### src/rtl/processor_dispatcher.sv
// Dispatcher between the opcode handler and NUM_PROCS motion processors: latches the selected
// processor for a whole command and routes its step/servo outputs to the shared controls.
`ifndef OP_BITS
`define OP_BITS 3
`endif
`ifndef STEPPER_X_BITS
`define STEPPER_X_BITS 16
`endif
`ifndef STEPPER_Y_BITS
`define STEPPER_Y_BITS 16
`endif
`ifndef OP_G00
`define OP_G00 0
`endif
`ifndef OP_G01
`define OP_G01 1
`endif
`ifndef OP_G02
`define OP_G02 2
`endif
`ifndef OP_G03
`define OP_G03 3
`endif

package Servo_p;
   typedef enum logic {SERVO_POS_UP = 1'b0, SERVO_POS_DOWN = 1'b1} ServoPosition_t;
endpackage

module processor_dispatcher #(
   parameter int OP_BITS        = `OP_BITS,
   parameter int STEPPER_X_BITS = `STEPPER_X_BITS,
   parameter int STEPPER_Y_BITS = `STEPPER_Y_BITS,
   parameter int NUM_PROCS      = 2,
   parameter int OP_PROC_MAP [2**OP_BITS] =
      '{`OP_G00: 0, `OP_G01: 0, `OP_G02: 1, `OP_G03: 1, default: -1},
   parameter int TIMEOUT_CYCLES = 0
) (
   input  logic                              clk,
   input  logic                              reset,
   input  logic [OP_BITS-1:0]                op,
   input  logic                              trigger_in,
   input  logic                              stepper_done_in,
   input  logic [NUM_PROCS*STEPPER_X_BITS-1:0] procs_num_steps_x_in,
   input  logic [NUM_PROCS*STEPPER_Y_BITS-1:0] procs_num_steps_y_in,
   input  Servo_p::ServoPosition_t           procs_servo_pos_in [NUM_PROCS],
   input  logic [NUM_PROCS-1:0]              procs_done_in,
   output logic [NUM_PROCS-1:0]              procs_trigger_out,
   output logic [NUM_PROCS-1:0]              procs_stepper_done_out,
   output logic [STEPPER_X_BITS-1:0]         num_steps_x_out,
   output logic [STEPPER_Y_BITS-1:0]         num_steps_y_out,
   output Servo_p::ServoPosition_t           servo_pos_out,
   output logic                              done_out,
   output logic                              busy_out,
   output logic [1:0]                        error_out,
   output logic                              overrun_out
);

   localparam int NUM_OPS   = 2**OP_BITS;
   localparam int PROC_BITS = (NUM_PROCS > 1) ? $clog2(NUM_PROCS) : 1;
   localparam int CNT_BITS  = (TIMEOUT_CYCLES > 0) ? $clog2(TIMEOUT_CYCLES + 1) : 1;

   localparam logic [1:0] ERR_OK      = 2'd0;
   localparam logic [1:0] ERR_UNSUP   = 2'd1;
   localparam logic [1:0] ERR_TIMEOUT = 2'd2;

   typedef enum logic [1:0] {IDLE, TRIG, BUSY, DONE} state_t;

   state_t                  state;
   logic [PROC_BITS-1:0]    sel;
   logic [CNT_BITS-1:0]     cnt;
   logic [CNT_BITS-1:0]     cnt_nxt;
   logic                    timeout_hit;
   Servo_p::ServoPosition_t hold_q;

   // Map entries are folded at elaboration into a valid flag and a narrowed index per op.
   logic [NUM_OPS-1:0]   op_valid;
   logic [PROC_BITS-1:0] op_sel [NUM_OPS];
   for (genvar i = 0; i < NUM_OPS; i++) begin : g_map
      localparam bit VALID = (OP_PROC_MAP[i] >= 0) && (OP_PROC_MAP[i] < NUM_PROCS);
      assign op_valid[i] = VALID;
      assign op_sel[i]   = VALID ? PROC_BITS'(OP_PROC_MAP[i]) : '0;
   end

   // Saturating watchdog count: never wraps back below the limit.
   assign cnt_nxt     = (cnt == '1) ? cnt : cnt + 1'b1;
   assign timeout_hit = (TIMEOUT_CYCLES != 0) && (int'(cnt_nxt) >= TIMEOUT_CYCLES);

   always_ff @(posedge clk or negedge reset) begin
      if (!reset) begin
         state             <= IDLE;
         sel               <= '0;
         cnt               <= '0;
         procs_trigger_out <= '0;
         done_out          <= 1'b0;
         error_out         <= ERR_OK;
         overrun_out       <= 1'b0;
         hold_q            <= Servo_p::SERVO_POS_UP;
      end else begin
         procs_trigger_out <= '0;
         done_out          <= 1'b0;
         if (trigger_in && (state != IDLE)) overrun_out <= 1'b1;
         case (state)
            IDLE: begin
               if (trigger_in) begin
                  overrun_out <= 1'b0;
                  if (op_valid[op]) begin
                     sel               <= op_sel[op];
                     error_out         <= ERR_OK;
                     procs_trigger_out <= NUM_PROCS'(1) << op_sel[op];
                     state             <= TRIG;
                  end else begin
                     error_out <= ERR_UNSUP;
                     done_out  <= 1'b1;
                     state     <= DONE;
                  end
               end
            end
            TRIG: begin
               cnt   <= '0;
               state <= BUSY;
            end
            BUSY: begin
               cnt    <= cnt_nxt;
               hold_q <= procs_servo_pos_in[sel];
               // Completion takes priority over a coincident timeout.
               if (procs_done_in[sel]) begin
                  error_out <= ERR_OK;
                  done_out  <= 1'b1;
                  state     <= DONE;
               end else if (timeout_hit) begin
                  error_out <= ERR_TIMEOUT;
                  done_out  <= 1'b1;
                  state     <= DONE;
               end
            end
            DONE:    state <= IDLE;
            default: state <= IDLE;
         endcase
      end
   end

   assign busy_out = (state != IDLE);

   always_comb begin
      procs_stepper_done_out = '0;
      num_steps_x_out        = '0;
      num_steps_y_out        = '0;
      servo_pos_out          = hold_q;
      if ((state == TRIG) || (state == BUSY)) begin
         num_steps_x_out = procs_num_steps_x_in[sel*STEPPER_X_BITS +: STEPPER_X_BITS];
         num_steps_y_out = procs_num_steps_y_in[sel*STEPPER_Y_BITS +: STEPPER_Y_BITS];
         servo_pos_out   = procs_servo_pos_in[sel];
      end
      if (state == BUSY) procs_stepper_done_out[sel] = stepper_done_in;
   end

endmodule

### config.mk
export PLATFORM = sky130hd
export DESIGN_NAME = processor_dispatcher
export DESIGN_NICKNAME = d
export VERILOG_FILES = /design/src/rtl/processor_dispatcher.sv
export SDC_FILE = /design/constraint.sdc
export NUM_CORES = 1
export LEC_CHECK = 0
export ABC_AREA = 1
export BUFFER_PORTS_ARGS = -buffer_cell sky130_fd_sc_hd__buf_4
export CAP_MARGIN = 10
export CORE_AREA = 5 5 61 63
export CTS_BUF_LIST = sky130_fd_sc_hd__clkbuf_4 sky130_fd_sc_hd__clkbuf_8 sky130_fd_sc_hd__clkbuf_16
export CTS_CLUSTER_DIAMETER = 100
export DETAILED_ROUTE_END_ITERATION = 8
export DIE_AREA = 0 0 66 68
export GPL_ROUTABILITY_DRIVEN = 0
export MAX_ROUTING_LAYER = met4
export PLACE_DENSITY_LB_ADDON = 0.08
export SLEW_MARGIN = 20
export SYNTH_ARGS = -nofsm -noshare
export SYNTH_HDL_FRONTEND = slang
export SYNTH_SLANG_ARGS = --single-unit
### constraint.sdc
create_clock -name clk -period 1.55 [get_ports clk]
set_input_delay 0.155 -clock clk [delete_from_list [all_inputs] [get_ports clk]]
set_output_delay 0.155 -clock clk [all_outputs]
set_load 0.005 [all_outputs]
After elaboration in Yosys (flattened, before gate mapping)

Memory sizes are Yosys's and may differ from the RTL's.
Cells that the tools add are included.

Output and inout bits: 42
Input bits: 75
ROM bits: 16
Flip-flop bits (word level): 10
Word-level logic and storage cells: 66
Memories: 2

Order comparisons: 5
Shift-type cells: 3
Bitwise gates (word level): 3
Reduce and logical (&&, ||, !) cells: 9
Equal/unequal tests: 5
Muxes and demuxes: 32

Memory list:

| name             | depth | width | read ports | clocked after memory_dff | write ports | RTL line | source |
|---|---|---|---|---|---|---|---|
| (name not given) | 8     | 1     | 1          | 0                        | 0           | 109      | `procs_trigger_out <= NUM_PROCS'(1) << op_sel[op];` |
| (name not given) | 8     | 1     | 1          | 0                        | 0           | 106      | `if (op_valid[op]) begin` |

Operators by type and width:

| operator              | number |
|---|---|
| $shiftx A32 B6 Y16    | 2 |
| $mux W16              | 2 |
| $mux W2               | 9 |
| $mux W1               | 17 |
| $pmux W2 S4           | 1 |
| $reduce_and A3 Y1     | 2 |
| $eq A2 B2 Y1 const B  | 2 |
| $ge A4 B4 Y1 const B  | 1 |
| $lt A3 B4 Y1 const B  | 1 |
| $ne A2 B2 Y1 const B  | 2 |
| $not A3 Y4            | 1 |
| $pmux W2 S2           | 1 |
| $reduce_bool A2 Y1    | 2 |
| $and A2 B2 Y2         | 1 |
| $eq A2 B1 Y1 const B  | 1 |
| $ge A2 B2 Y1 const B  | 1 |
| $logic_and A1 B1 Y1   | 2 |
| $logic_not A2 Y1      | 1 |
| $lt A1 B2 Y1 const B  | 1 |
| $not A1 Y2            | 1 |
| $pmux W1 S2           | 1 |
| $reduce_and A2 Y1     | 1 |
| $shl A1 B1 Y2 const A | 1 |
| $demux W1 S1          | 1 |
| other kinds (2)       | 2 |

Logic depth before layout (Yosys ltp)

Gate-level depths: netlist (run 1).

Depth after elaboration: 8
Gate-level depth with buffers: 7

Worst setup path before layout (run 1)

OpenSTA, ideal clock, no wires.

Path kind: register to output
Start point: reg state[1]
End point: out num_steps_x_out[10]
Setup slack: 0.289 ns
Required time: 1.395 ns
Path buffers: 1
Arrival: 1.106 ns
Stages on the path, launching flop included: 6
Path through: dfrtp_1 > inv_1 > ha_1 > buf_2 > o21ai_0 > nor2_1

Longest elaborated chain between the ends: 3
Elaborated cells between the ends (all ways): 4

RTL lines:

| item                                                | RTL line | source |
|---|---|---|
| from (decl)                                         | 68       | `state_t state;` |
| from (signal assigned)                              | 90       | `state <= IDLE;` |
| from (signal assigned)                              | 110      | `state <= TRIG;` |
| from (signal assigned)                              | 114      | `state <= DONE;` |
| $eq A2 B1 Y1 / $eq A2 B2 Y1 (equally long branches) | n/a      |  |
| $logic_or A1 B1 Y1 (*)                              | 149      | `if ((state == TRIG) \|\| (state == BUSY)) begin` |
| $mux W16 (*)                                        | 149      |  |
| to (decl)                                           | 49       | `output logic [STEPPER_X_BITS-1:0] num_steps_x_out,` |

Every way passes the cells marked *; elsewhere a longest branch is shown, timed or not.

Worst setup path after layout (run 1)

Start point: reg state[0]
End point: out num_steps_y_out[0]

Longest elaborated chain between the ends: 3
Elaborated cells between the ends (all ways): 4

RTL lines:

| item                                                | RTL line | source |
|---|---|---|
| $eq A2 B1 Y1 / $eq A2 B2 Y1 (equally long branches) | n/a      |  |
| $logic_or A1 B1 Y1 (*)                              | 149      |  |
| $mux W16 (*)                                        | 149      |  |
| to (decl)                                           | 50       | `output logic [STEPPER_Y_BITS-1:0] num_steps_y_out,` |

Marked as above.

==> impl_metrics.py, run 1 <==
metrics = {
    "logic_synthesis": {
        "ys_types": 21,
        "seq_area_frac_synth": 0.2323,
        "synthTopCellsByArea": "nor2_1 (26%), dfrtp_1 (23%), o21ai_0 (18%)",
        "synth-edff-count": 0,
        "netlist_instances": 165,
        "synth_nets": 243,
        "yosysMostFrequentCell": "nor2_1",
        "yosys.area.top_type_share": 0.2632,
        "async_flop_share": 1.000,
        "ys_ff_latch": 9,
        "synth.cell_area_um2": 969.7,
        "synth_area_leader_cell": "nor2_1",
        "ys.flop_type": "dfrtp_1",
        "ys_warn_count": 0,
        "avgSynthCellArea_um2": 5.877,
        "synth_commonest_cells": "nor2_1 (68), o21ai_0 (35), nand2_1 (14), dfrtp_1 (9), inv_1 (9)",
    },
    "sta": {
        "timing.fmax_mhz": 608.5,
        "fin_skew_ns": 0.005479,
        "timing.final.max_slew_violations": 0,
        "setup_viol": 33,
        "min_period_over_period": 1.060,
        "finalSetupTns_ns": -1.452,
        "hold_viol_final": 0,
        "rsz0062_at_grt": "yes",
        "finalCriticalPeriod_ns": 1.643,
        "layout_setup_ws_ns": -0.09346,
    },
    "drt": {
        "via_per_inst": 4.399,
        "detail_route.wl_per_cell_um": 12.25,
        "drtPass1Iterations": 4,
        "drt-total-wl_mm": 3.995,
        "drc_errors": 0,
        "num_vias": 1434,
        "first_iter_violations": 59,
        "ant_nets": 0,
    },
    "global_route": {
        "grt_max_degree": 37,
        "grt.met1_usage": 0.2039,
        "grt.busiest_layer": "met2",
        "met2_usage": 0.2703,
        "grt_use_total": 0.1622,
        "first_global_vias": 1280,
        "grt_overflow": 0,
        "grt_first_pass_wirelength_mm": 5.733,
        "antenna_found_initial": 0,
        "grt_use_met3": 0.03612,
    },
    "power_and_ir_drop": {
        "ir_drop_uv": 1179,
        "p_switching_mw": 1.819,
        "p_int_mw": 2.397,
        "clock_power_share": 0.044,
        "swShare": 0.4314,
        "p_per_area_nw_per_um2": 2130,
        "leakagePower_nw": 1.073,
        "seqPwrFrac": 0.102,
        "power_frac_comb": 0.854,
        "totalPowerFinal_mw": 4.216,
    },
    "cells_and_area": {
        "drive_gt1_frac": 0.5036,
        "diodes": 0,
        "area_growth_pct": 104.1,
        "fillers": 318,
        "fin_util": 0.6226,
        "finalNetCount": 359,
    },
    "setup_path": {
        "worst-path-max-fanout": 8,
        "worst_ep_arrival_time_ns": 1.49,
        "crit_type": "flop to output pin",
        "endpoint_kind": "output pin",
        "critical-path-slowest-cell": "dfrtp_1",
        "cp_cell_sequence": "inv_2, ha_4, clkbuf_16, o21ai_1, nor2_1, buf_4",
        "cp_top_family": "flip-flops",
        "critPathMaxStageDelay_ns": 0.37,
        "crit_required_ns": 1.39,
        "critPathBufInv": 3,
        "cp-start-kind": "flop",
    },
    "placed_design": {
        "numPortBuffers": 114,
        "dp_hpwl_mm": 3.109,
    },
    "die": {
        "die_w_um": 66,
        "die_y_um": 68,
        "dieArea_um2": 4488,
        "core-area_um2": 3179,
        "ioPinCount": 117,
        "num_rows": 21,
        "start_util": 0.3050,
    },
    "clock_network": {
        "clk_latency_ns": 0.25,
        "clockBufferDepth": 2,
        "numCtsBuffers": 3,
        "htree_levels": 1,
        "clock-root-buffer": "clkbuf_4",
        "path_clk_slew_ns": 0.06,
        "cts_tree": "yes",
        "cts_num_sinks": 9,
    },
    "hold_path": {
        "hp-class": "input pin to flop",
    },
    "run_status": {
        "failed_checks": "negative setup slack",
        "outcome": "finished, violations left",
    },
    "job": {
        "drv_cap": 0,
    },
}
-- power groups by stage --
stage,Sequential [mW],Combinational [mW],Clock [mW]
floorplan,0.371,1.60,0
global placement,0.422,3.03,0
detailed placement,0.421,3.04,0
CTS,0.420,3.39,0.194
global route,0.451,4.01,0.211
finish,0.431,3.60,0.184
-- through the flow --
step | hold slack [ns] | std cells | instance area, µm² | worst slack [ns]
after floorplan | -0.1406 | 165 | 969.7 | 0.2888
after CTS | 0.06895 | 324 | 1924 | -0.05221
final | 0.07697 | 326 | 1979 | -0.09346
after global routing | 0.06192 | 326 | 1979 | -0.1859
after detailed placement | -0.01564 | 317 | 1836 | 0.09941
after global placement | -0.01664 | 317 | 1836 | 0.1337
-- metal layers --
layer / vias up / share of wire / wire, µm
met1: 602 / 0.42 / 1667
met4: 0 / 0.0023 / 9
met5: - / 0 / 0
li1: 755 / - / -
met3: 2 / 0.12 / 460
met2: 75 / 0.46 / 1857
-- repair_timing --
action,4_1_cts,5_1_grt
buffers inserted,1,1
hold buffers,1,0
hold endpoints to repair,9,0
pin swaps,1,4
setup endpoints to repair,35,35
gates resized for setup,23,12
cloned,1,1
-- cell usage in the layout (no fill, tap or decap), drive strengths merged --
master and n:
o21ai 38, or2 1, inv 10, nor2 68
nand2 16, nor3 2, a21oi 3, dlygate4sd3 1
nand3 3, ha 3, dfrtp 9, conb 1
buf 120, clkbuf 5
-- cell type report --
class | count | area [µm²] | share of cell area
timing repair buffer | 122 | 968.4 | 0.4893
multi-input combinational | 135 | 651.9 | 0.3293
sequential | 9 | 226.5 | 0.1144
tap | 46 | 57.56 | 0.02908
inverter | 10 | 45.04 | 0.02276
clock buffer | 4 | 30.03 | 0.01517
-- worst paths after layout --
check | startpoint | end | slack (ns) | depth (start not counted)
min in group asynchronous | reset | async pin | 0.26 | 2
hold reg to reg | error_out[0] | error_out[0] | 0.48 | 2
hold / removal | op[1] | procs_trigger_out[0] | 0.08 | 2
setup reg to reg | sel | error_out[0] | 0.26 | 6
setup / recovery | state[0] | num_steps_y_out[0] | -0.09 | 6
max in group asynchronous | reset | sel | 1.14 | 2
-- worst register-to-register path, cell delays in order (launching register included) --
cell     delay (ns)
dfrtp_2        0.54
buf_4          0.24
nand2_1        0.10
nand3_2        0.09
nand3_1        0.10
nand2_1        0.08
nand2_1        0.05
-- logic make-up after synthesis --
group                    after synthesis  share of synthesized area
AND/OR/NAND/NOR                       90                     0.3781
AO/OA/AOI/OAI                         41                     0.2155
buffers and inverters                 21                     0.1316
flip-flops                             9                     0.2323
adder cells (fa/ha/maj)                3                    0.03871
other                                  1                   0.003867
Power figures use the tool's default switching activity.
==> run 2, diff against run 1 <==
Settings changed: CTS_BUF_LIST sky130_fd_sc_hd__clkbuf_4 sky130_fd_sc_hd__clkbuf_8 sky130_fd_sc_hd__clkbuf_16 to default.
==> impl_metrics.py, run 2 (synthesized netlist as in run 1, its figures left out) <==
metrics = {
    "run_status": {
        "outcome": "finished, violations left",
        "failed_checks": "negative setup slack",
    },
    "setup_path": {
        "cp-start-kind": "flop",
        "reg2reg_slack_ns": 0.26,
        "endpoint_kind": "output pin",
        "endpoint": "num_steps_y_out[0]",
        "startpoint": "state[0]",
        "worst-path-max-fanout": 8,
        "crit_type": "flop to output pin",
        "cp_cell_sequence": "inv_2, ha_4, clkbuf_16, o21ai_1, nor2_1, buf_4",
        "critPathMaxStageDelay_ns": 0.37,
        "worst_ep_arrival_time_ns": 1.49,
        "r2r_cells": 6,
        "crit_required_ns": 1.39,
        "reg2reg_from": "sel",
        "r2r-end": "error_out[0]",
        "critical-path-slowest-cell": "dfrtp_1",
    },
    "cells_and_area": {
        "diodes": 0,
        "final_common_cell": "buf_4",
        "fin_util": 0.6214,
        "drive_gt1_frac": 0.5000,
        "regArea_um2": 226.5,
        "fillers": 318,
        "multi_input_area_um2": 651.9,
        "layout.cells.most_common_list": "buf_4 (118), nor2_1 (67), o21ai_1 (22)",
        "finalNetCount": 359,
        "fin_area_um2": 1976,
        "area_growth_pct": 103.7,
    },
    "power_and_ir_drop": {
        "p_per_area_nw_per_um2": 2127,
        "ir_drop_uv": 1181,
        "totalPowerFinal_mw": 4.202,
        "leakagePower_nw": 1.070,
    },
    "sta": {
        "finalCriticalPeriod_ns": 1.648,
        "setup_viol": 34,
        "finalSetupTns_ns": -1.612,
        "hold_viol_final": 0,
        "rsz0062_at_grt": "yes",
        "layout_setup_ws_ns": -0.09849,
        "min_period_over_period": 1.064,
        "timing.final.max_slew_violations": 0,
        "timing.fmax_mhz": 606.6,
        "fin_skew_ns": 0.004320,
    },
    "global_route": {
        "grt_first_pass_wirelength_mm": 5.740,
        "grt_max_degree": 37,
        "grt_overflow": 0,
        "grt_use_total": 0.1633,
        "antenna_found_initial": 0,
        "first_global_vias": 1280,
    },
    "die": {
        "dieArea_um2": 4488,
        "num_rows": 21,
        "ioPinCount": 117,
        "start_util": 0.3050,
        "die_y_um": 68,
        "core-area_um2": 3179,
        "die_w_um": 66,
    },
    "drt": {
        "first_iter_violations": 60,
        "drt-total-wl_mm": 4.016,
        "via_per_inst": 4.390,
        "drtPass1Iterations": 4,
        "ant_nets": 0,
        "detail_route.wl_per_cell_um": 12.32,
        "drc_errors": 0,
        "num_vias": 1431,
    },
    "clock_network": {
        "path_clk_slew_ns": 0.06,
        "htree_levels": 1,
        "clockBufferDepth": 2,
        "clock-root-buffer": "clkbuf_4",
        "cts_num_sinks": 9,
        "cts_tree": "yes",
        "numCtsBuffers": 3,
        "clk_latency_ns": 0.25,
    },
    "placed_design": {
        "placed_area_um2": 1836,
        "dpl_worst_slack_ns": 0.09941,
        "numPortBuffers": 114,
        "dp_hpwl_mm": 3.109,
    },
    "hold_path": {
        "hp-class": "input pin to flop",
        "min_from": "op[1]",
    },
    "job": {
        "drv_cap": 0,
    },
}
-- run 2: cell counts in the layout (fill, tap and decap cells not counted) --
No cell type changed its count.
-- run 2: what timing repair did --
item | 4_1_cts | 5_1_grt
hold buffers | 1 | 0
pin swaps | 1 | 4
endpoints found under the setup margin | 35 | 35
gates resized for setup | 24 | 11
endpoints found under the hold margin | 9 | 0
buffers inserted | 1 | 1
gates cloned | 1 | 1
-- run 2: metrics by stage --
stage | hold slack (ns) | cells
after floorplan | -0.1406 | 165
after global placement | -0.01664 | 317
after detailed placement | -0.01564 | 317
after CTS | 0.05961 | 324
after global routing | 0.05994 | 326
final | 0.07115 | 326
-- run 2: cell type report --
type | count | area share
clock buffer | 4 | 0.01330
tap | 46 | 0.02913
multi-input combinational | 135 | 0.3300
timing repair buffer | 122 | 0.4902
sequential | 9 | 0.1146
inverter | 10 | 0.02280
-- run 2: how the worst min path moves through the flow --
| stage | to | cells after the start |
|---|---|---|
| 5_1_grt | procs_trigger_out[0] | 2 |
| 2_1_floorplan | async pin | 0 |
| 4_1_cts | procs_trigger_out[0] | 2 |
| 6_report | procs_trigger_out[0] | 2 |
| 3_5_place_dp | error_out[0] | 1 |
| 3_3_place_gp | error_out[0] | 1 |
-- run 2: worst max-delay path, delay by kind of cell (launching register included) --
| kind | cells | cell delay, ns |
|---|---|---|
| DFF | 1 | 0.37 |
| buffers and inverters | 3 | 0.37 |
| AOI/OAI and AO/OA | 1 | 0.06 |
| adders and majority gates | 1 | 0.33 |
| and+or+nand+nor | 1 | 0.11 |
-- run 2: power by group --
part,switching [mW],total (mW),internal [mW]
combinational,1.65,3.60,1.95
clock,0.0721,0.171,0.0986
sequential,0.103,0.431,0.329
total,1.82,4.20,2.38
-- run 2: per-layer routing --
layer / part of all wire / vias to the layer above / GRT usage
li1: - / 753 / -
met4: 0.0022 / 0 / 0.03807
met2: 0.47 / 75 / 0.2703
met3: 0.11 / 2 / 0.03612
met1: 0.42 / 601 / 0.2039
met5: 0 / - / -
